--- src/rtl/time_set_controller_if.sv ---
// time_set_controller_if: tick, button and display signals of the time-set controller
//    SecTick    - one-cycle pulse per second
//    ModeBtn    - mode button level (synchronized, debounced)
//    IncBtn     - increment button level (synchronized, debounced)
//    hourten/hourone/mintens/minones - BCD time digits
//    DigitBlank - per-digit blank mask {hourten, hourone, mintens, minones}
//    Mode       - 00 RUN, 01 SET_HOUR, 10 SET_MIN
//    PM         - afternoon flag (12-hour build only)
interface time_set_controller_if;
   logic       SecTick;
   logic       ModeBtn;
   logic       IncBtn;
   logic [3:0] hourten;
   logic [3:0] hourone;
   logic [3:0] mintens;
   logic [3:0] minones;
   logic [3:0] DigitBlank;
   logic [1:0] Mode;
   logic       PM;
   modport master (
      output SecTick, ModeBtn, IncBtn,
      input  hourten, hourone, mintens, minones, DigitBlank, Mode, PM
   );
   modport slave (
      input  SecTick, ModeBtn, IncBtn,
      output hourten, hourone, mintens, minones, DigitBlank, Mode, PM
   );
endinterface

--- src/rtl/time_set_controller.sv ---
// time_set_controller: BCD clock with a two-button hour/minute set FSM and a blink mask
//    Clock - system clock, rising edge
//    Reset - synchronous, active-high
//    bus   - time_set_controller_if.slave: SecTick/ModeBtn/IncBtn in; digits, DigitBlank, Mode, PM out
//    Build option: define TWELVE_HOUR_EN for a 12..11 hour range with a PM flag.
module time_set_controller (
   input logic Clock,
   input logic Reset,
   time_set_controller_if.slave bus
);
   typedef enum logic [1:0] {
      RUN      = 2'b00,
      SET_HOUR = 2'b01,
      SET_MIN  = 2'b10
   } state_t;

`ifdef TWELVE_HOUR_EN
   localparam logic [7:0] HOUR_TOP = 8'h12;
   localparam logic [7:0] HOUR_LOW = 8'h01;
   localparam logic [7:0] HOUR_RST = 8'h12;
`else
   localparam logic [7:0] HOUR_TOP = 8'h23;
   localparam logic [7:0] HOUR_LOW = 8'h00;
   localparam logic [7:0] HOUR_RST = 8'h00;
`endif

   state_t     state, state_nxt;
   logic [5:0] sec, sec_nxt;
   logic [7:0] hour, hour_nxt;
   logic [7:0] min, min_nxt;
   logic       phase, phase_nxt;
   logic       pm, pm_nxt;
   logic [3:0] blank, blank_nxt;
   logic       mode_prev, inc_prev;
   logic       mode_press, inc_press;
   logic       hour_step, min_step;

   // BCD pair increment: wraps top -> low, ones digit carries into tens at 9
   function automatic logic [7:0] bcd_inc(input logic [7:0] v, input logic [7:0] top,
                                          input logic [7:0] low);
      bcd_inc = (v == top) ? low :
                (v[3:0] == 4'd9) ? {v[7:4] + 4'd1, 4'd0} : {v[7:4], v[3:0] + 4'd1};
   endfunction

   // prev registers reset to 1 so a button held through reset is not a press;
   // mode has priority, so a simultaneous inc press is dropped
   assign mode_press = bus.ModeBtn & ~mode_prev;
   assign inc_press  = bus.IncBtn & ~inc_prev & ~mode_press;

   always_comb begin
      state_nxt = state;
      sec_nxt   = sec;
      hour_step = 1'b0;
      min_step  = 1'b0;
      if (mode_press)
         state_nxt = (state == RUN) ? SET_HOUR : (state == SET_HOUR) ? SET_MIN : RUN;
      if (state == RUN && bus.SecTick) begin
         sec_nxt   = (sec == 6'd59) ? 6'd0 : sec + 6'd1;
         min_step  = (sec == 6'd59);
         hour_step = (sec == 6'd59) && (min == 8'h59);
      end
      if (state == SET_HOUR)
         hour_step = inc_press;
      if (state == SET_MIN) begin
         min_step = inc_press;
         // leaving SET_MIN restarts the minute cleanly; a coincident tick is discarded
         if (mode_press)
            sec_nxt = 6'd0;
      end
      min_nxt   = min_step ? bcd_inc(min, 8'h59, 8'h00) : min;
      hour_nxt  = hour_step ? bcd_inc(hour, HOUR_TOP, HOUR_LOW) : hour;
`ifdef TWELVE_HOUR_EN
      pm_nxt    = pm ^ (hour_step && hour == 8'h11);
`else
      pm_nxt    = 1'b0;
`endif
      // entering a set state restarts the blink with digits visible
      phase_nxt = (mode_press && state_nxt != RUN) ? 1'b0 : phase ^ bus.SecTick;
      blank_nxt = (state_nxt == SET_HOUR) ? {phase_nxt, phase_nxt, 2'b00} :
                  (state_nxt == SET_MIN)  ? {2'b00, phase_nxt, phase_nxt} : 4'b0000;
   end

   always_ff @(posedge Clock) begin
      if (Reset) begin
         state     <= RUN;
         sec       <= 6'd0;
         hour      <= HOUR_RST;
         min       <= 8'h00;
         phase     <= 1'b0;
         pm        <= 1'b0;
         blank     <= 4'b0000;
         mode_prev <= 1'b1;
         inc_prev  <= 1'b1;
      end else begin
         state     <= state_nxt;
         sec       <= sec_nxt;
         hour      <= hour_nxt;
         min       <= min_nxt;
         phase     <= phase_nxt;
         pm        <= pm_nxt;
         blank     <= blank_nxt;
         mode_prev <= bus.ModeBtn;
         inc_prev  <= bus.IncBtn;
      end
   end

   assign bus.hourten    = hour[7:4];
   assign bus.hourone    = hour[3:0];
   assign bus.mintens    = min[7:4];
   assign bus.minones    = min[3:0];
   assign bus.DigitBlank = blank;
   assign bus.Mode       = state;
   assign bus.PM         = pm;
endmodule

--- src/flat_wrapper.sv ---
// flat-port wrapper written by rule: the top's interface ports become plain ports
module time_set_controller_flat 
  (Clock, Reset, bus_SecTick, bus_ModeBtn, bus_IncBtn, bus_hourten, bus_hourone, bus_mintens, bus_minones, bus_DigitBlank, bus_Mode, bus_PM);
  time_set_controller_if bus_i ();
  input logic Clock;
  input logic Reset;
  input wire logic [$bits(bus_i.SecTick)-1:0] bus_SecTick;
  input wire logic [$bits(bus_i.ModeBtn)-1:0] bus_ModeBtn;
  input wire logic [$bits(bus_i.IncBtn)-1:0] bus_IncBtn;
  output wire logic [$bits(bus_i.hourten)-1:0] bus_hourten;
  output wire logic [$bits(bus_i.hourone)-1:0] bus_hourone;
  output wire logic [$bits(bus_i.mintens)-1:0] bus_mintens;
  output wire logic [$bits(bus_i.minones)-1:0] bus_minones;
  output wire logic [$bits(bus_i.DigitBlank)-1:0] bus_DigitBlank;
  output wire logic [$bits(bus_i.Mode)-1:0] bus_Mode;
  output wire logic [$bits(bus_i.PM)-1:0] bus_PM;
  assign bus_i.SecTick = bus_SecTick;
  assign bus_i.ModeBtn = bus_ModeBtn;
  assign bus_i.IncBtn = bus_IncBtn;
  assign bus_hourten = bus_i.hourten;
  assign bus_hourone = bus_i.hourone;
  assign bus_mintens = bus_i.mintens;
  assign bus_minones = bus_i.minones;
  assign bus_DigitBlank = bus_i.DigitBlank;
  assign bus_Mode = bus_i.Mode;
  assign bus_PM = bus_i.PM;
  time_set_controller u_core (.Clock(Clock), .Reset(Reset), .bus(bus_i));
endmodule
--- config.mk ---
export PLATFORM = sky130hd
export DESIGN_NAME = time_set_controller_flat
export DESIGN_NICKNAME = d
export VERILOG_FILES = /design/src/rtl/time_set_controller_if.sv /design/src/rtl/time_set_controller.sv /design/src/flat_wrapper.sv
export SDC_FILE = /design/constraint.sdc
export NUM_CORES = 1
export LEC_CHECK = 0
export CAP_MARGIN = 20
export CORE_AREA = 2 2 55 57
export DETAILED_ROUTE_END_ITERATION = 7
export DIE_AREA = 0 0 57 59
export PLACE_DENSITY = 0.88
export SYNTH_ARGS = -nofsm -noshare
export SYNTH_HDL_FRONTEND = slang
export SYNTH_SLANG_ARGS = --single-unit
--- constraint.sdc ---
create_clock -name Clock -period 3.1 [get_ports Clock]
set_input_delay 0.31 -clock Clock [delete_from_list [all_inputs] [get_ports Clock]]
set_output_delay 0.31 -clock Clock [all_outputs]
set_load 0.005 [all_outputs]
-- Word-level counts from Yosys, hierarchy flattened
Index checks and enable logic that the tools add are counted.
- input port bits: 5
- word-level logic and storage cells: 61
- register bits: 30
- reduce and logical (&&, ||, !) cells: 10
- bitwise gates (word level): 8
- add/sub/neg operators: 5
- eq/ne operators: 9
- multiplexer cells: 18
- operator list (kind ; number):
    $mux 8 ; 4
    $mux 6 ; 4
    $add 4x1->4 const B ; 4
    $eq 4x4->1 const B ; 2
    $eq 8x6->1 const B ; 1
    $eq 8x7->1 const B ; 1
    $mux 2 ; 4
    $add 6x1->6 const B ; 1
    $eq 6x6->1 const B ; 1
    $reduce_bool 2->1 ; 3
    $mux 1 ; 5
    $eq 2x1->1 const B ; 2
    $eq 2x2->1 const B ; 2
    $mux 4 ; 1
    $not 1->1 ; 4
    $reduce_and 2->1 ; 2
    $and 1x1->1 ; 3
    $logic_and 1x1->1 ; 3
    $reduce_or 3->1 ; 1
    $logic_not 2->1 ; 1
    $xor 1x1->1 ; 1

-- Depth between registers and ports, before layout
- depth after elaboration: 9
- gate-level depth with buffers: 8
- depth with buffers taken out: 7

-- Least setup slack after synthesis
No wires, ideal clock.
- path kind: register -> register
- start point: register u_core.sec[0]
- end point: register u_core.min[2]
- setup slack: 1.316 ns
- setup time: 0.070 ns
- stages on the path, launching flop included: 8
- period minus slack after synthesis: 1.784 ns
- arrival: 1.713 ns
- data required time: 3.030 ns
- cell sequence: dfxtp_1 ha_1 and4bb_4 nand4_4 and2_1 clkbuf_2 or4_1 a21oi_1
- word-level cells in the longest chain between the ends: 3
- RTL lines (element ; RTL line ; text):
    from (decl) ; time_set_controller.sv:28 ; logic [5:0] sec, sec_nxt;
    from (signal assigned) ; time_set_controller.sv:96 ; sec <= sec_nxt;
    $eq 6x6->1 ; time_set_controller.sv:59 ; min_step = (sec == 6'd59);
    $mux 1 ; time_set_controller.sv:57 ; if (state == RUN && bus.SecTick) begin
    $mux 1 ; time_set_controller.sv:64 ; if (state == SET_MIN) begin
    to (signal assigned) ; time_set_controller.sv:98 ; min <= min_nxt;
    to (decl) ; time_set_controller.sv:30 ; logic [7:0] min, min_nxt;
Every way passes these cells.
A chain may end at the register's enable or synchronous reset.

-- Worst setup path after layout
- start point: register u_core.sec[0]
- end point: register u_core.min[7]
- word-level cells in the longest chain between the ends: 4
- RTL lines (element ; RTL line):
    $eq 6x6->1 ; time_set_controller.sv:59
    $mux 1 ; time_set_controller.sv:57
    $mux 1 ; time_set_controller.sv:64
    $reduce_and 2->1 (no line) ; n/a
Every way passes these cells.

==> flow_summary_export.csv <==
group,metric,value,unit
routing,drt_drc_violations_left,0,
routing,post_drt_via_cell_ratio,5.61,
timing,max_clock_freq,492,MHz
logic_synthesis,average_cell_area_after_synthesis,9.01,sq um
power,power_per_cell_area,377,nW/um^2
job,drv.max_cap_violation_count,0,
logic_synthesis,async_sr_flop_fraction,0,%
routing,drt-wirelength-per-cell,13.3,um
worst_setup_path,critPathRequiredTime,3330,ps
worst_setup_path,worst_setup_path_end_kind,"register",
timing,timing.final.hold_violations,0,
power,power.share.switching,23.5,%
timing,rsz0062_at_grt,"false",
logic_synthesis,post_synth_inst_count,161,
power,design_internal_power,0.511,mW
status,status,"finished clean",
worst_setup_path,timing.reg2reg.setup_slack,1070,ps
floorplanning,die-width,57,um
worst_setup_path,worstReg2RegEnd,"u_core.min[7]$_SDFFE_PP0P_",
timing,final_max_slew_viol_count,0,
power,net_sw_power,0.157,mW
floorplanning,die_h,59,um
worst_setup_path,timing_worst_setup_path_type,"reg -> reg",
timing,fin_worst_skew,5.33,ps
cts,postCtsResizedCells,0,
placement,place.detailed.instances,212,
cells_and_area,layout_common_cells,"sky130_fd_sc_hd__dfxtp_1, sky130_fd_sc_hd__clkdlybuf4s50_1, sky130_fd_sc_hd__nor2_1",
grt,grt_remaining_overflow,0,
grt,first_global_vias,1137,
cells_and_area,n_antenna_cell,0,
cts,cts_tree,"yes",
grt,maximum_number_of_pins_on_one_net_before_global_route_repair,22,
cts,post-cts-setup-buffer-count,0,
power,total_power,0.668,mW
timing,timing.final.setup_violations,0,
hold_path,min_path_type,"reg -> reg",
power,share_of_total_power_in_combinational_logic,6.5,%
logic_synthesis,dominantRegCellSynth,"sky130_fd_sc_hd__dfxtp_1",
power,p_leak,0.691,nW
logic_synthesis,synthesis.area,1450,sq um
timing,timing.setup.tns,0,ps
cts,cts_hold_buf,0,
worst_setup_path,reg2regPathDepth,6,
routing,finalWirelength,2.91,mm
cells_and_area,layout-drive-gt1-share,6.38,%
logic_synthesis,synthesis.yosys.warnings,0,
power,clkPwrFrac,35.3,%
routing,routed-via-count,1228,
grt,initial_antenna_violation_count,0,
worst_setup_path,critical_path.max_fanout,6,
cts,cts_made_buffers,5,
logic_synthesis,post-synth-top-area-fraction,40.0,%
logic_synthesis,synth.distinct_cells,43,
timing,layout_worst_path_cycle_share,65.6,%
logic_synthesis,synth.yosys.seq_area_share,40.0,%
floorplanning,num_rows,19,
routing,first_pass_iters,4,
timing,tightestPinTransition,532,ps
logic_synthesis,post-synth-top-area-cell,"sky130_fd_sc_hd__dfxtp_1",
cells_and_area,commonest_non_fill_non_tap_cell_in_the_layout,"sky130_fd_sc_hd__dfxtp_1",
timing,slew_headroom,64.6,%
logic_synthesis,synthTopCellsByArea,"sky130_fd_sc_hd__dfxtp_1, sky130_fd_sc_hd__ha_1, sky130_fd_sc_hd__a21oi_1, sky130_fd_sc_hd__nor2_1, sky130_fd_sc_hd__nand2_1",
worst_setup_path,setup.worst_path.start,"u_core.sec[0]$_SDFF_PP0_",
cells_and_area,area_growth_syn_to_layout,22.3,%
timing,finalCriticalPeriod,2030,ps
floorplanning,initial_core_util,53.5,%
floorplanning,core_area,2710,sq um
placement,finalWeightedCongestion,0.749,
worst_setup_path,worstPathArrival,2260,ps
cts,cts.sink_count,29,
cts,clock_path_buffers,2,
floorplanning,floorplan.die_area,3360,sq um
routing,initialDrtViolationCount,53,
grt,grt_first_pass_wirelength,4.99,mm
worst_setup_path,startpoint_type,"register",
cts,clk-insertion-delay-late,330,ps
cts,cts-root-buf,"sky130_fd_sc_hd__clkbuf_4",
logic_synthesis,ys_seq_elements,29,
cells_and_area,nFillCells,227,
cells_and_area,final_net_count,202,
cts,cts_max_level,2,
power,power.sequential.fraction,58.2,%
worst_setup_path,cp-endpoint,"u_core.min[7]$_SDFFE_PP0P_",
floorplanning,design.portCount,28,
cells_and_area,layout.cells.non_filler,219,
logic_synthesis,syn-num-nets,175,
placement,place.port_buffers,26,
worst_setup_path,critical_path.reg2reg.startpoint,"u_core.sec[0]$_SDFF_PP0_",
grt,groute.usage.overall,19.6,%
routing,postRouteAntennaNets,0,
logic_synthesis,synth-edff-count,0,
power,worst_ir_drop_vdd,281,uV
cts,clk_transition_reported_paths,90,ps
placement,dp_hpwl,2.08,mm
==> logic make-up after synthesis <==
group | after synthesis | synth area share (%)
other cells | 1 | 0.259
flops | 29 | 40.0
simple gates | 68 | 28.2
buf+inv | 16 | 5.00
mux | 5 | 3.54
xor+xnor | 6 | 3.62
fa+ha+maj | 9 | 7.77
compound gates | 27 | 11.6
==> worst min path at each step <==
stage / startpoint / to / slack [ps] / depth (start not counted)
after floorplan: bus_IncBtn / u_core.inc_prev$_SDFF_PP1_ / 420 / 1
after global placement: u_core.sec[5]$_SDFF_PP0_ / u_core.sec[5]$_SDFF_PP0_ / 470 / 2
after detailed placement: u_core.sec[5]$_SDFF_PP0_ / u_core.sec[5]$_SDFF_PP0_ / 480 / 2
after CTS: u_core.sec[5]$_SDFF_PP0_ / u_core.sec[5]$_SDFF_PP0_ / 500 / 2
after global routing: u_core.sec[5]$_SDFF_PP0_ / u_core.sec[5]$_SDFF_PP0_ / 520 / 2
final: u_core.sec[5]$_SDFF_PP0_ / u_core.sec[5]$_SDFF_PP0_ / 500 / 2
==> synth_stat cells (2+ instances only) <==
master	instances
sky130_fd_sc_hd__nand3_1	4
sky130_fd_sc_hd__nor3_1	5
sky130_fd_sc_hd__a21oi_1	12
sky130_fd_sc_hd__nand4_1	2
sky130_fd_sc_hd__ha_1	9
sky130_fd_sc_hd__a211o_1	2
sky130_fd_sc_hd__and2_1	2
sky130_fd_sc_hd__or3_1	6
sky130_fd_sc_hd__nand2_1	11
sky130_fd_sc_hd__nor2_1	14
sky130_fd_sc_hd__a21o_1	3
sky130_fd_sc_hd__buf_4	3
sky130_fd_sc_hd__and4b_1	2
sky130_fd_sc_hd__nand2b_1	2
sky130_fd_sc_hd__nand4b_1	3
sky130_fd_sc_hd__mux2i_1	4
sky130_fd_sc_hd__xnor2_1	3
sky130_fd_sc_hd__dfxtp_1	29
sky130_fd_sc_hd__o21ai_0	5
sky130_fd_sc_hd__nor2b_1	3
sky130_fd_sc_hd__or2_2	2
sky130_fd_sc_hd__clkbuf_1	2
sky130_fd_sc_hd__xor2_1	3
sky130_fd_sc_hd__nor3b_1	3
sky130_fd_sc_hd__inv_1	9
==> stage by stage <==
stage | util, % | hold WS (ps) | setup WS (ps) | instance area, sq um
final | 65.4 | 495 | 1070 | 1770
after global routing | 65.4 | 517 | 911 | 1770
after CTS | 65.4 | 496 | 1090 | 1770
after detailed placement | 63.4 | 482 | 789 | 1720
after global placement | 63.4 | 467 | 899 | 1720
after floorplan | - | 417 | 1320 | 1450
==> cell type report <==
cell class / instances / area (sq um) / share of cell area (%)
multi-input cells: 116 / 797 / 45.0
flip-flops and latches: 29 / 581 / 32.7
repair buffers: 27 / 268 / 15.1
clock buffers: 7 / 55.1 / 3.11
well taps: 31 / 38.8 / 2.19
inverters: 9 / 33.8 / 1.91
==> layer usage <==
metal | up-vias | track usage (%) | wire length (um)
met5 | - | 0 | 0
li1 | 614 | - | -
met2 | 40 | 31.5 | 1410
met4 | 0 | 10.6 | 39
met3 | 6 | 7.86 | 180
met1 | 568 | 22.4 | 1280
==> critical path, cell delays in order, from the launching register on <==
cell                       delay, ps
sky130_fd_sc_hd__dfxtp_1         380
sky130_fd_sc_hd__ha_1            180
sky130_fd_sc_hd__and4bb_4        280
sky130_fd_sc_hd__nand4_4         130
sky130_fd_sc_hd__a21oi_1         460
sky130_fd_sc_hd__nand4_1         190
sky130_fd_sc_hd__mux2_2          310
==> power groups by stage <==
stage / registers [mW] / clock network [mW] / logic [mW]
2_1_floorplan: 0.396 / 0 / 0.0274
3_3_place_gp: 0.397 / 0 / 0.0419
3_5_place_dp: 0.398 / 0 / 0.0439
4_1_cts: 0.389 / 0.250 / 0.0441
5_1_grt: 0.391 / 0.266 / 0.0490
6_report: 0.389 / 0.236 / 0.0436
==> registers in the layout (all words and copies together), names as in the netlist <==
signal / cells
u_core.min: 8
u_core.hour: 8
u_core.mode_prev: 1
u_core.bus.Mode: 2
u_core.phase: 1
u_core.sec: 6
u_core.bus.DigitBlank: 2
u_core.inc_prev: 1
(Power assumes the default switching activity.)
